[src/rtl/xor_accum_pkg.sv]
// Shared types and constants for the XOR accumulator slice.
// Optional macro XOR_ACCUM_OVERFLOW_EN is consumed by xor_accum_unit.
package xor_accum_pkg;

    typedef enum logic [1:0] {
        IDLE  = 2'd0,
        ACCUM = 2'd1,
        HOLD  = 2'd2
    } state_t;

    localparam logic MODE_XOR  = 1'b0;
    localparam logic MODE_XNOR = 1'b1;

endpackage

[src/rtl/xor_fold_word.sv]
// Combinational WIDTH-bit bitwise XOR, one four-NAND XOR cell per bit.
module xor_fold_word #(
    parameter int WIDTH = 8
) (
    input  logic [WIDTH-1:0] a,
    input  logic [WIDTH-1:0] b,
    output logic [WIDTH-1:0] y
);

    for (genvar i = 0; i < WIDTH; i++) begin : g_cell
        logic n1, n2, n3;
        assign n1   = ~(a[i] & b[i]);
        assign n2   = ~(a[i] & n1);
        assign n3   = ~(b[i] & n1);
        assign y[i] = ~(n2 & n3);
    end

endmodule

[src/rtl/xor_accum_unit.sv]
// Per-frame XOR/XNOR checksum over a valid/ready word stream.
// Define XOR_ACCUM_OVERFLOW_EN to add the out_overflow result flag.
module xor_accum_unit
    import xor_accum_pkg::*;
#(
    parameter int WIDTH     = 8,
    parameter int MAX_WORDS = 16,
    localparam int CW       = $clog2(MAX_WORDS + 1)
) (
    input  logic             clk,
    input  logic             reset,
    input  logic             in_valid,
    output logic             in_ready,
    input  logic [WIDTH-1:0] in_data,
    input  logic             in_last,
    input  logic             mode,
    output logic             out_valid,
    input  logic             out_ready,
    output logic [WIDTH-1:0] out_data,
    output logic [CW-1:0]    out_count,
`ifdef XOR_ACCUM_OVERFLOW_EN
    output logic             out_overflow,
`endif
    output logic             out_parity
);

    localparam logic [CW-1:0] MAX_CNT = CW'(MAX_WORDS);

    state_t           state;
    logic [WIDTH-1:0] acc;
    logic [WIDTH-1:0] fold;
    logic [CW-1:0]    count;
    logic             mode_q;
    logic             accept;
    logic             take;

    assign in_ready  = (state != HOLD);
    assign out_valid = (state == HOLD);
    assign accept    = in_valid & in_ready;
    assign take      = out_valid & out_ready;

    xor_fold_word #(.WIDTH(WIDTH)) u_fold (
        .a (acc),
        .b (in_data),
        .y (fold)
    );

    // Result fields are decoded from registers and forced to zero outside HOLD.
    always_comb begin
        out_data  = '0;
        out_count = '0;
        if (state == HOLD) begin
            out_data  = (mode_q == MODE_XNOR) ? ~acc : acc;
            out_count = count;
        end
        out_parity = ^out_data;
    end

    always_ff @(posedge clk or posedge reset) begin
        if (reset) begin
            state  <= IDLE;
            acc    <= '0;
            count  <= '0;
            mode_q <= MODE_XOR;
        end else begin
            case (state)
                IDLE: if (accept) begin
                    acc    <= in_data;
                    count  <= CW'(1);
                    mode_q <= mode;
                    state  <= in_last ? HOLD : ACCUM;
                end
                ACCUM: if (accept) begin
                    acc <= fold;
                    if (count != MAX_CNT) count <= count + CW'(1);
                    state <= in_last ? HOLD : ACCUM;
                end
                HOLD: if (take) begin
                    acc   <= '0;
                    count <= '0;
                    state <= IDLE;
                end
                default: state <= IDLE;
            endcase
        end
    end

`ifdef XOR_ACCUM_OVERFLOW_EN
    logic ovf_q;

    // Only ACCUM can see a saturated count; IDLE always restarts at one.
    always_ff @(posedge clk or posedge reset) begin
        if (reset) begin
            ovf_q <= 1'b0;
        end else if (take) begin
            ovf_q <= 1'b0;
        end else if (state == ACCUM && accept && count == MAX_CNT) begin
            ovf_q <= 1'b1;
        end
    end

    assign out_overflow = ovf_q;
`endif

endmodule

[config.mk]
export PLATFORM = sky130hd
export DESIGN_NAME = xor_accum_unit
export DESIGN_NICKNAME = d
export VERILOG_FILES = /design/src/rtl/xor_accum_pkg.sv /design/src/rtl/xor_fold_word.sv /design/src/rtl/xor_accum_unit.sv
export SDC_FILE = /design/constraint.sdc
export NUM_CORES = 1
export LEC_CHECK = 0
export CELL_PAD_IN_SITES_DETAIL_PLACEMENT = 1
export CELL_PAD_IN_SITES_GLOBAL_PLACEMENT = 1
export CORE_MARGIN = 5
export CORE_UTILIZATION = 38
export DETAILED_ROUTE_END_ITERATION = 8
export PLACE_DENSITY = 0.86
export SLEW_MARGIN = 20
export SYNTH_ARGS = -nofsm -noshare
export SYNTH_HDL_FRONTEND = slang
export SYNTH_SLANG_ARGS = --single-unit
[constraint.sdc]
create_clock -name clk -period 2.9 [get_ports clk]
set_input_delay 0.29 -clock clk [delete_from_list [all_inputs] [get_ports clk]]
set_output_delay 0.29 -clock clk [all_outputs]
set_load 0.05 [all_outputs]
==> impl_metrics.toml <==
[outcome]
outcome = "finished, final reports clean"

[worst_hold_path]
hold_path_class = "input pin to asynchronous set/reset pin"

[yosys]
yosys_register_bits = 16
synth_top_area_cell = "dfrtp_1"
syn_avg_cell_area_um2 = 8.87
ys_seq_area_share_pct = 33.4
ys_types = 30
yosysWarnings = 0
async_flop_share_pct = 100
synth_cells = 135
synth_top_area_share_pct = 33.4
yosys-top-cells-area = "dfrtp_1, xnor2_1, ha_1, nor2_1, a221o_1"
synth-edff-count = 0
ys.flop_type = "dfrtp_1"
synth_fp_nets = 155
netlist_area_um2 = 1200

[global_routing]
grt.busiest_layer = "met2"
grt_pass1_vias = 1153
antenna_found_initial = 0
gr-usage-met3_pct = 3.23
grt_use_met2_pct = 29.4
grt_first_pass_wirelength_mm = 5.09
grt_max_degree = 18
grtUsageTotal_pct = 15.2
grt_overflow = 0
grt_util_met1_pct = 15.6

[die]
dieWidth_um = 66.1
die_h_um = 66.1
die_area_um2 = 4370
start_util_pct = 39.5
core_area_um2 = 3030
num_io_pins = 30
rows = 20

[pwr]
ir_worst_vdd_mv = 0.334
leakage_nw = 0.681
netSwitchingFraction_pct = 51.0
power.density_nw_per_um2 = 1110
clock_power_share_pct = 8.7
intPower_w = 0.000851
power_frac_seq_pct = 24.9
combPwrFrac_pct = 66.4
p_switching_w = 0.000886

[timing]
tightest_slew_ns = 0.639
grt_setup_unrepaired = "false"
maxSlewHeadroom_pct = 57.4
fin_tns_setup_ns = 0
period_share_pct = 93.4
hold_violations = 0
holdWs_ns = 0.374
slew_viol_final = 0
fmax_mhz = 369
setup_viol = 0
finalCriticalPeriod_ns = 2.71
skew_ns = 0.00216

[worst_setup_path]
rr_worst_depth = 6
cp.depth = 5
cp_max_fo = 13
path_delay_family = "buffers and inverters"
worstReg2RegStart = "state[1]"
slowest_delay_ns = 0.82
end_kind = "primary output"
arrival_ns = 2.42
critPathLaunchType = "flip-flop"
crit_chain = "inv_1, ha_1, inv_1, nor2_1, clkdlybuf4s50_1"
cp.required_ns = 2.61
path_class = "flip-flop to primary output"
crit_slowest_cell = "clkdlybuf4s50_1"
startpoint = "state[0]"
cp_common_cell = "inv_1"
path_buf_inv = 3

[finish]
n_antenna_cell = 0
nets = 184
area_growth_pct = 30.7
drive_gt1_share_pct = 8.59

[detailed_routing]
drtIter0Drc = 11
totalWireLength_mm = 3.01
drc = 0
antenna_left = 0
vias = 1089
vias_per_cell = 5.26
first_pass_iters = 4
wl_per_cell_um = 14.5

[clocking]
cts_tree = "built"
cts_made_buffers = 3
insertion_delay_ns = 0.29
htreeDepth = 1
cts_setup_buffers = 0
cts_hold_buffers = 0
clockBufferDepth = 2
cts.clk_slew.worst_paths_ns = 0.10
cts.sinks = 16
cts_resized = 0
root_buffer = "clkbuf_4"

[placed_design]
dp_hpwl_mm = 2.40
portBuffers = 29
gp_congestion = 0.803

[job]
drv_cap = 0
-- worst paths after layout --
path                                 to  slack, ns
setup / recovery           out_count[0]       0.19
hold / removal                 state[1]       0.37
setup reg to reg                 acc[1]       0.72
hold reg to reg                count[4]       0.53
max in group asynchronous        acc[6]       2.12
min in group clk               count[4]       0.53
-- layout make-up --
cell class,instances,area [µm²]
Fill cell,352,1460
Multi-Input combinational cell,98,714
Sequential cell,16,400
Timing Repair Buffer,29,298
Inverter,16,61.3
Tap cell,44,55.1
Clock buffer,4,36.3
-- placed cells by master, fill, tap and decap left out, types with 2 or more instances in the layout --
cell type        synthesis  final
o41ai_2                  3      3
inv_1                   15     15
o31ai_1                  2      2
dlymetal6s2s_1           0      3
nand3_1                  3      3
ha_1                     6      6
a221o_1                  6      6
nand4_1                  6      6
xor2_1                   2      2
xnor2_1                 13     13
dfrtp_1                 16     16
nor2_1                  17     17
clkbuf_4                 0      3
o32ai_1                  6      6
nand2_1                  6      6
nor2b_1                  2      2
clkdlybuf4s50_1          0     26
o21ai_1                  7      7
and2_1                   3      3
o21ai_0                  7      7
-- synth_stat cells, types with 3 or more instances --
cell type,n
nand2_1,6
o21ai_1,7
xnor2_1,13
a221o_1,6
dfrtp_1,16
nand4_1,6
ha_1,6
inv_1,15
o32ai_1,6
nand3_1,3
o41ai_2,3
and2_1,3
nor2_1,17
o21ai_0,7
-- worst register-to-register path, delay by kind of cell (launching register included) --
kind                     cells  cell delay (ns)
buffers and inverters        1             0.10
adder cells (fa/ha/maj)      1             0.45
flip-flops                   1             0.43
AO/OA/AOI/OAI                2             0.76
AND/OR/NAND/NOR              2             0.33
-- logic make-up (layout without fill, tap and decap cells) --
family | Yosys count | count (layout) | synth area share, %
buf+inv | 21 | 49 | 6.90
fa+ha+maj | 6 | 6 | 6.27
xor+xnor | 15 | 15 | 11.0
mux | 1 | 1 | 0.940
flops | 16 | 16 | 33.4
compound gates | 34 | 34 | 23.6
simple gates | 42 | 42 | 17.9
-- routing by layer --
| metal | share of wire [%] | vias to the layer above |
|---|---|---|
| met3 | 4.5 | 5 |
| met2 | 54 | 21 |
| met5 | 0 | - |
| met4 | 1.5 | 0 |
| met1 | 40 | 526 |
| li1 | - | 537 |
-- power by group through the flow --
stage                     sequential, W  combinational [W]  clock, W
final                          0.000432            0.00115  0.000151
after global routing           0.000451            0.00125  0.000172
after CTS                      0.000435            0.00117  0.000158
after detailed placement       0.000440            0.00117         0
after global placement         0.000428            0.00112         0
after floorplan                0.000385           0.000931         0
-- registers in the layout, indices dropped and copies added, names as in the netlist --
name    cells
acc         8
count       5
mode_q      1
state       2
-- through the flow --
stage | util [%] | instances | total power, W | worst slack (ns) | instance area, µm²
6_report | 51.7 | 207 | 0.00174 | 0.191 | 1570
3_3_place_gp | 50.2 | 203 | 0.00155 | 0.624 | 1520
2_1_floorplan | - | 135 | 0.00132 | 0.167 | 1200
5_1_grt | 51.7 | 207 | 0.00187 | 0.00286 | 1570
4_1_cts | 51.4 | 207 | 0.00176 | 0.136 | 1560
3_5_place_dp | 50.2 | 203 | 0.00161 | 0.483 | 1520
Note: power is estimated with default switching activity, not from simulation.
